<file path="src/rtl/kmeans_pkg.sv">
// Shared k-means definitions: FSM state encoding,
// status word bit positions and a width helper.
package kmeans_pkg;

    typedef enum logic [3:0] {
        IDLE = 4'b0001,
        ACC  = 4'b0010,
        DIV  = 4'b0100,
        DONE = 4'b1000
    } state_t;

    localparam int ST_STATE_LSB = 0;
    localparam int ST_STATE_W   = 4;
    localparam int ST_OVF_BIT   = 8;

    function automatic int clog2_min1(input int n);
        return (n > 1) ? $clog2(n) : 1;
    endfunction

endpackage

</file>
<file path="src/rtl/centroid_update_if.sv">
// Point/centroid bus between the assignment stage
// and the centroid update block.
interface centroid_update_if
    import kmeans_pkg::*;
#(
    parameter int DW       = 8,
    parameter int CLUSTERS = 2,
    parameter int PARAMS   = 13
);
    localparam int CW = clog2_min1(CLUSTERS);
    localparam int CV = CLUSTERS * PARAMS * DW;

    logic                   enable_i;
    logic                   update_i;
    logic [PARAMS*DW-1:0]   data_i;
    logic [CW-1:0]          cluster_i;
    logic                   assign_valid_i;
    logic [CV-1:0]          centroid_i;
    logic [CV-1:0]          centroid_o;
    logic                   centroid_valid_o;
    logic                   changed_o;
    logic [31:0]            status_o;

    modport master (
        output enable_i, update_i, data_i, cluster_i,
        output assign_valid_i, centroid_i,
        input  centroid_o, centroid_valid_o, changed_o,
        input  status_o
    );

    modport slave (
        input  enable_i, update_i, data_i, cluster_i,
        input  assign_valid_i, centroid_i,
        output centroid_o, centroid_valid_o, changed_o,
        output status_o
    );

endinterface

</file>
<file path="src/rtl/seq_divider.sv">
// Unsigned restoring divider, one quotient bit per cycle.
// Quotient output is valid while done_o is high.
module seq_divider #(
    parameter int SW    = 16,
    parameter int CNT_W = 8
) (
    input  logic             clk_i,
    input  logic             resetn_i,
    input  logic             start_i,
    input  logic [SW-1:0]    dividend_i,
    input  logic [CNT_W-1:0] divisor_i,
    output logic             busy_o,
    output logic             done_o,
    output logic [SW-1:0]    quotient_o
);
    localparam int KW = $clog2(SW + 1);

    logic [CNT_W-1:0] rem;
    logic [CNT_W-1:0] dvs;
    logic [SW-1:0]    quo;
    logic [KW-1:0]    cnt;
    logic             busy;
    logic [CNT_W:0]   shifted;
    logic [CNT_W:0]   diff;
    logic             take;
    logic [CNT_W-1:0] rem_nx;
    logic [SW-1:0]    quo_nx;

    // one restoring step: shift in next dividend bit, try subtract
    always_comb begin
        shifted = {rem, quo[SW-1]};
        diff    = shifted - {1'b0, dvs};
        take    = shifted >= {1'b0, dvs};
        rem_nx  = take ? diff[CNT_W-1:0] : shifted[CNT_W-1:0];
        quo_nx  = {quo[SW-2:0], take};
    end

    // load on start, then iterate SW times
    always_ff @(posedge clk_i) begin
        if (!resetn_i) begin
            rem  <= '0;
            dvs  <= '0;
            quo  <= '0;
            cnt  <= '0;
            busy <= 1'b0;
        end else if (start_i) begin
            rem  <= '0;
            dvs  <= divisor_i;
            quo  <= dividend_i;
            cnt  <= KW'(SW);
            busy <= 1'b1;
        end else if (busy) begin
            rem <= rem_nx;
            quo <= quo_nx;
            cnt <= cnt - 1'b1;
            if (cnt == KW'(1)) busy <= 1'b0;
        end
    end

    assign busy_o     = busy;
    assign done_o     = busy && (cnt == KW'(1));
    assign quotient_o = quo_nx;

endmodule

</file>
<file path="src/rtl/centroid_update.sv">
// Accumulates per-cluster feature sums during an epoch,
// then divides element by element into new centroids.
module centroid_update
    import kmeans_pkg::*;
#(
    parameter int DW       = 8,
    parameter int CLUSTERS = 2,
    parameter int PARAMS   = 13,
    parameter int CNT_W    = 16
) (
    input  logic          clk_i,
    input  logic          resetn_i,
    centroid_update_if.slave bus
);
    localparam int SW = DW + CNT_W;
    localparam int CW = clog2_min1(CLUSTERS);
    localparam int PW = clog2_min1(PARAMS);
    localparam int CV = CLUSTERS * PARAMS * DW;

    state_t           state;
    state_t           state_nx;
    logic [SW-1:0]    sums   [CLUSTERS][PARAMS];
    logic [CNT_W-1:0] counts [CLUSTERS];
    logic             ovf;
    logic [CW-1:0]    cl;
    logic [PW-1:0]    pr;
    logic [DW-1:0]    res    [CLUSTERS][PARAMS];
    logic [DW-1:0]    cent_hold;
    logic [CV-1:0]    res_flat;
    logic [DW-1:0]    mean;
    logic [31:0]      status;
    logic             start;
    logic             busy;
    logic             done;
    logic             last;
    logic [SW-1:0]    quot;

    seq_divider #(.SW(SW), .CNT_W(CNT_W)) u_div (
        .clk_i      (clk_i),
        .resetn_i   (resetn_i),
        .start_i    (start),
        .dividend_i (sums[cl][pr]),
        .divisor_i  (counts[cl]),
        .busy_o     (busy),
        .done_o     (done),
        .quotient_o (quot)
    );

    // state register
    always_ff @(posedge clk_i) begin
        if (!resetn_i) state <= IDLE;
        else           state <= state_nx;
    end

    // next state and divider issue
    always_comb begin
        state_nx = state;
        start    = 1'b0;
        last     = (cl == CW'(CLUSTERS - 1)) &&
                   (pr == PW'(PARAMS - 1));
        unique case (state)
            IDLE: if (bus.enable_i) state_nx = ACC;
            ACC:  if (bus.update_i) state_nx = DIV;
            DIV: begin
                start = !busy;
                if (done && last) state_nx = DONE;
            end
            DONE:    state_nx = IDLE;
            default: state_nx = IDLE;
        endcase
    end

    // per-cluster sums and counts, saturating count drops samples
    always_ff @(posedge clk_i) begin
        if (!resetn_i || (state == IDLE && bus.enable_i)) begin
            ovf <= 1'b0;
            for (int c = 0; c < CLUSTERS; c++) begin
                counts[c] <= '0;
                for (int p = 0; p < PARAMS; p++) sums[c][p] <= '0;
            end
        end else if (state == ACC && bus.assign_valid_i) begin
            for (int c = 0; c < CLUSTERS; c++) begin
                if (bus.cluster_i == CW'(c)) begin
                    if (counts[c] == '1) begin
                        ovf <= 1'b1;
                    end else begin
                        counts[c] <= counts[c] + 1'b1;
                        for (int p = 0; p < PARAMS; p++)
                            sums[c][p] <= sums[c][p] +
                                SW'(bus.data_i[p*DW +: DW]);
                    end
                end
            end
        end
    end

    // quotient never exceeds DW bits; clamp keeps all bits meaningful
    always_comb begin
        mean = (quot[SW-1:DW] != '0) ? '1 : quot[DW-1:0];
    end

    // element walk: sample centroid on issue, store result on done
    always_ff @(posedge clk_i) begin
        if (!resetn_i) begin
            cl        <= '0;
            pr        <= '0;
            cent_hold <= '0;
            for (int c = 0; c < CLUSTERS; c++)
                for (int p = 0; p < PARAMS; p++) res[c][p] <= '0;
        end else if (state == DIV) begin
            if (start)
                cent_hold <= bus.centroid_i[
                    (int'(cl) * PARAMS + int'(pr)) * DW +: DW];
            if (done) begin
                res[cl][pr] <= (counts[cl] == '0) ? cent_hold : mean;
                if (pr == PW'(PARAMS - 1)) begin
                    pr <= '0;
                    cl <= cl + 1'b1;
                end else begin
                    pr <= pr + 1'b1;
                end
            end
        end else begin
            cl <= '0;
            pr <= '0;
        end
    end

    // pack results in centroid_i order
    always_comb begin
        res_flat = '0;
        for (int c = 0; c < CLUSTERS; c++)
            for (int p = 0; p < PARAMS; p++)
                res_flat[(c*PARAMS + p)*DW +: DW] = res[c][p];
    end

    // publish results and change flag when leaving DONE
    always_ff @(posedge clk_i) begin
        if (!resetn_i) begin
            bus.centroid_o       <= '0;
            bus.centroid_valid_o <= 1'b0;
            bus.changed_o        <= 1'b0;
        end else begin
            bus.centroid_valid_o <= (state == DONE);
            if (state == DONE) begin
                bus.centroid_o <= res_flat;
                bus.changed_o  <= (res_flat != bus.centroid_i);
            end
        end
    end

    // status word: one-hot state plus sticky overflow
    always_comb begin
        status = '0;
        status[ST_STATE_LSB +: ST_STATE_W] = state;
        status[ST_OVF_BIT] = ovf;
    end

    assign bus.status_o = status;

endmodule
</file>
<file path="src/flat_wrapper.sv">
// flat-port wrapper written by rule: the top's interface ports become plain ports
module centroid_update_flat import kmeans_pkg::*;
#(
    parameter int DW       = 8,
    parameter int CLUSTERS = 2,
    parameter int PARAMS   = 13,
    parameter int CNT_W    = 16
)
  (clk_i, resetn_i, bus_enable_i, bus_update_i, bus_data_i, bus_cluster_i, bus_assign_valid_i, bus_centroid_i, bus_centroid_o, bus_centroid_valid_o, bus_changed_o, bus_status_o);
  centroid_update_if #(.DW(DW), .CLUSTERS(CLUSTERS), .PARAMS(PARAMS)) bus_i ();
  input  logic clk_i;
  input  logic resetn_i;
  input wire logic [$bits(bus_i.enable_i)-1:0] bus_enable_i;
  input wire logic [$bits(bus_i.update_i)-1:0] bus_update_i;
  input wire logic [$bits(bus_i.data_i)-1:0] bus_data_i;
  input wire logic [$bits(bus_i.cluster_i)-1:0] bus_cluster_i;
  input wire logic [$bits(bus_i.assign_valid_i)-1:0] bus_assign_valid_i;
  input wire logic [$bits(bus_i.centroid_i)-1:0] bus_centroid_i;
  output wire logic [$bits(bus_i.centroid_o)-1:0] bus_centroid_o;
  output wire logic [$bits(bus_i.centroid_valid_o)-1:0] bus_centroid_valid_o;
  output wire logic [$bits(bus_i.changed_o)-1:0] bus_changed_o;
  output wire logic [$bits(bus_i.status_o)-1:0] bus_status_o;
  assign bus_i.enable_i = bus_enable_i;
  assign bus_i.update_i = bus_update_i;
  assign bus_i.data_i = bus_data_i;
  assign bus_i.cluster_i = bus_cluster_i;
  assign bus_i.assign_valid_i = bus_assign_valid_i;
  assign bus_i.centroid_i = bus_centroid_i;
  assign bus_centroid_o = bus_i.centroid_o;
  assign bus_centroid_valid_o = bus_i.centroid_valid_o;
  assign bus_changed_o = bus_i.changed_o;
  assign bus_status_o = bus_i.status_o;
  centroid_update #(.DW(DW), .CLUSTERS(CLUSTERS), .PARAMS(PARAMS), .CNT_W(CNT_W)) u_core (.clk_i(clk_i), .resetn_i(resetn_i), .bus(bus_i));
endmodule
</file>
<file path="config.mk">
export PLATFORM = sky130hd
export DESIGN_NAME = centroid_update_flat
export DESIGN_NICKNAME = d
export VERILOG_FILES = /design/src/rtl/kmeans_pkg.sv /design/src/rtl/centroid_update_if.sv /design/src/rtl/seq_divider.sv /design/src/rtl/centroid_update.sv /design/src/flat_wrapper.sv
export SDC_FILE = /design/constraint.sdc
export NUM_CORES = 2
export LEC_CHECK = 0
export ABC_AREA = 1
export BUFFER_PORTS_ARGS = -buffer_cell sky130_fd_sc_hd__buf_2
export CELL_PAD_IN_SITES_DETAIL_PLACEMENT = 0
export CELL_PAD_IN_SITES_GLOBAL_PLACEMENT = 1
export CORE_MARGIN = 5
export CORE_UTILIZATION = 50
export CTS_BUF_LIST = sky130_fd_sc_hd__clkbuf_2
export DETAILED_ROUTE_END_ITERATION = 10
export PLACE_DENSITY = 0.85
export SKIP_LAST_GASP = 1
export SLEW_MARGIN = 20
export SYNTH_ARGS = -nofsm -noshare
export SYNTH_HDL_FRONTEND = slang
export SYNTH_HIERARCHICAL = 1
export SYNTH_SLANG_ARGS = --single-unit
export TNS_END_PERCENT = 5
</file>
<file path="constraint.sdc">
create_clock -name clk_i -period 14.6 [get_ports clk_i]
set_input_delay 2.92 -clock clk_i [delete_from_list [all_inputs] [get_ports clk_i]]
set_output_delay 2.92 -clock clk_i [all_outputs]
set_load 0.01 [all_outputs]
</file>
==> flow_summary_export.csv <==
group,metric,value,unit
grt,antenna_found_initial,17,
logic_synthesis,avgSynthCellArea,7.64,um^2
logic_synthesis,syn-instance-count,9740,
logic_synthesis,synth_xor_area_frac,0.0497,
clock_network,ctsResizeCount,0,
timing,tns,0,ns
cells_and_area,drive_gt1_frac,0.119,
clock_network,cts_tree,"done",
floorplan,ios,560,
clock_network,clk_latency,1.81,ns
setup_path,crit_path_max_fanout,85,
timing,rsz0062_at_grt,"no",
placed_design,place.detailed.hpwl,213000,um
logic_synthesis,synth.distinct_cells,60,
floorplan,dieHeight,396,um
logic_synthesis,synth.cell_area,74400,um^2
detailed_routing,drc_errors,0,
logic_synthesis,muxShareOfSynthArea,0.000673,
setup_path,worst-path-buf-inv,4,
detailed_routing,drt-initial-drc-count,7215,
detailed_routing,drt_first_pass_iters,6,
cells_and_area,areaGrowthSynthToFinish,8.85,%
logic_synthesis,synth_most_common_cell,"nand2_1",
clock_network,clock_path_buffers,4,
logic_synthesis,synth_edf_count,864,
status,status,"completed",
logic_synthesis,yosys-top-cells-area,"edfxtp_1, nand2_1, dfxtp_1",
timing,hold_slack,0.462,ns
logic_synthesis,synth_commonest_cells,"nand2_1, nor2_1, inv_1",
detailed_routing,top_layer,"met5",
placed_design,placedCellCount,11888,
logic_synthesis,synth_area_leader_cell,"edfxtp_1",
grt,grt-ovfl-total,0,
setup_path,cp_slowest_cell,"nand2_4",
grt,first_global_vias,66191,
clock_network,cts_root_buf,"clkbuf_2",
logic_synthesis,synth_adder_area_share,0.0470,
floorplan,die-area,157000,um^2
floorplan,initial_core_util,0.503,
timing,drv_slew,0,
setup_path,end_kind,"flip-flop",
grt,grt_pass1_wl,413000,um
clock_network,clock-sinks,1155,
timing,post-route-min-period,5.89,ns
timing,tightest_slew,1.18,ns
setup_path,cp_top_family,"buffers and inverters",
setup_path,cp-start-kind,"primary input",
logic_synthesis,async_reset_ff_frac,0,
clock_network,cts_setup_buffers,0,
cells_and_area,layout.cells.non_filler,12456,
power,total_leakage_power,37.4,nW
placed_design,post-place-ws,7.07,ns
logic_synthesis,synthFlopType,"edfxtp_1",
setup_path,critical_path_required,15.85,ns
job,maxCapViolCount,0,
logic_synthesis,yosys_register_bits,1155,
logic_synthesis,synth_top_family_by_area,"simple AND/OR/NAND/NOR gates",
clock_network,cts_buffers,333,
timing,finalClockSkew,0.205,ns
power,p_per_area,103,nW/um^2
timing,setup_ws,8.71,ns
logic_synthesis,synth-compound-area-share,0.129,
grt,grt_usage,0.346,
logic_synthesis,synth_seq_area_share,0.427,
clock_network,cts_hold_buffers,0,
setup_path,max_stage_delay,0.97,ns
cells_and_area,nets,10875,
setup_path,worst_ep_arrival_time,7.14,ns
setup_path,path_class,"primary input to flip-flop",
power,peakVddDrop,60.2,uV
detailed_routing,viasPerCell,5.63,
timing,slew_headroom,0.210,
logic_synthesis,synth_top_area_share,0.349,
timing,finalCritPeriodShare,0.403,
floorplan,placement_rows,141,
detailed_routing,wl_met2,128000,um
detailed_routing,routedWlPerCell,22.6,um
detailed_routing,routed_wl,281000,um
floorplan,core,148000,um^2
detailed_routing,ant_nets,0,
clock_network,clk_pin_slew,0.10,ns
worst_hold_path,min_path_type,"flip-flop to flip-flop",
placed_design,placement.io_buffers,532,
setup_path,path_cells,"buf_6 > nand2_1 > inv_2 > nand3_4 > nand2_4 > buf_4 > buf_4",
detailed_routing,wl_met1,110000,um
timing,fmax,170,MHz
detailed_routing,met3_length,22700,um
timing,setup_violations,0,
logic_synthesis,synth_simple_gate_area_frac,0.254,
floorplan,die_w,396,um
placed_design,finalWeightedCongestion,1.04,
grt,grt_start_max_net_pins,179,
cells_and_area,fillers,14634,
logic_synthesis,yosys_warnings,6,
clock_network,htree_levels,5,
setup_path,cpMostUsedCell,"buf_4",
detailed_routing,num_vias,70072,
timing,final_hold_viol_count,0,
cell families after synthesis:
logic type,after synthesis
AOI/OAI and AO/OA,1781
xor gates and xnor gates,421
adders and majority gates,263
buffers and inverters,1689
DFF,1155
muxes,5
other,1
and+or+nand+nor,4425
area by class of cell:
cell class              count  area (um^2)  area share
flip-flops and latches   1155        31800       0.392
well taps                1930         2410      0.0298
diodes                     13         32.5    0.000402
multi-input cells        6922        35900       0.443
clock buffers             477         2390      0.0295
clock inverters            77          415     0.00513
repair buffers            586         3160      0.0390
inverters                1296         4880      0.0603
layout by cell type, fill, tap and decap left out, types with 23 or more instances in the layout:
cell / count
clkinv_1: 62
o21ai_0: 845
edfxtp_1: 864
nand3b_1: 33
a21o_1: 36
ha_1: 234
nor4_1: 34
nor2_1: 1343
o221ai_1: 23
nand3_1: 644
xor2_1: 299
buf_4: 48
nand2_1: 1899
o21a_1: 24
o211ai_1: 76
o22ai_1: 29
buf_2: 531
clkbuf_2: 477
nor3_1: 185
xnor2_1: 121
nor3b_1: 38
a21oi_1: 671
dfxtp_1: 288
nand4_1: 120
inv_1: 1271
or2_2: 58
conb_1: 27
fa_1: 27
per-layer routing:
metal	vias up	global-route usage
li1	33470	-
met1	32723	0.435
met2	3275	0.562
met3	600	0.0576
met4	4	0.208
met5	-	0
flip-flops by register name (all words and copies together), names as in the netlist, named ones only:
signal                       count
u_core/bus.centroid_o          208
u_core/bus.centroid_valid_o      1
u_core/bus.changed_o             1
u_core/cent_hold                 8
u_core/cl                        1
u_core/counts                   32
u_core/ovf                       1
u_core/pr                        4
u_core/res                     208
u_core/state                     4
u_core/sums                    624
u_core/u_div/busy_o              1
u_core/u_div/cnt                 5
u_core/u_div/dvs                16
u_core/u_div/quo                24
u_core/u_div/rem                16
tightest hold or removal path: cells and delay by family (launching register included):
kind	cells	cell delay, ns
flops	1	0.33
compound gates	1	0.05
buf+inv	1	0.05
power by group:
part           total, mW  switching [mW]  internal, mW
Combinational       1.84            1.28         0.560
Sequential          4.15           0.296          3.86
Clock               2.38            1.45         0.935
final timing paths:
kind                   start                  end  slack, ns  cells after the start
min reg2reg       u_core/ovf           u_core/ovf       0.46                      2
max                 resetn_i  u_core/sums[1][185]       8.71                      7
min               u_core/ovf           u_core/ovf       0.46                      2
max reg2reg  u_core/state[2]  u_core/sums[1][185]       9.65                     10
through the flow:
stage               instance area, um^2  utilization  total power [mW]
floorplan                         74500            -              5.46
global placement                  78100        0.528              5.99
detailed placement                78100        0.528              6.02
CTS                               80900        0.547              8.43
global route                      81000        0.548              8.86
finish                            81000        0.548              8.38
(Power assumes the default switching activity.)
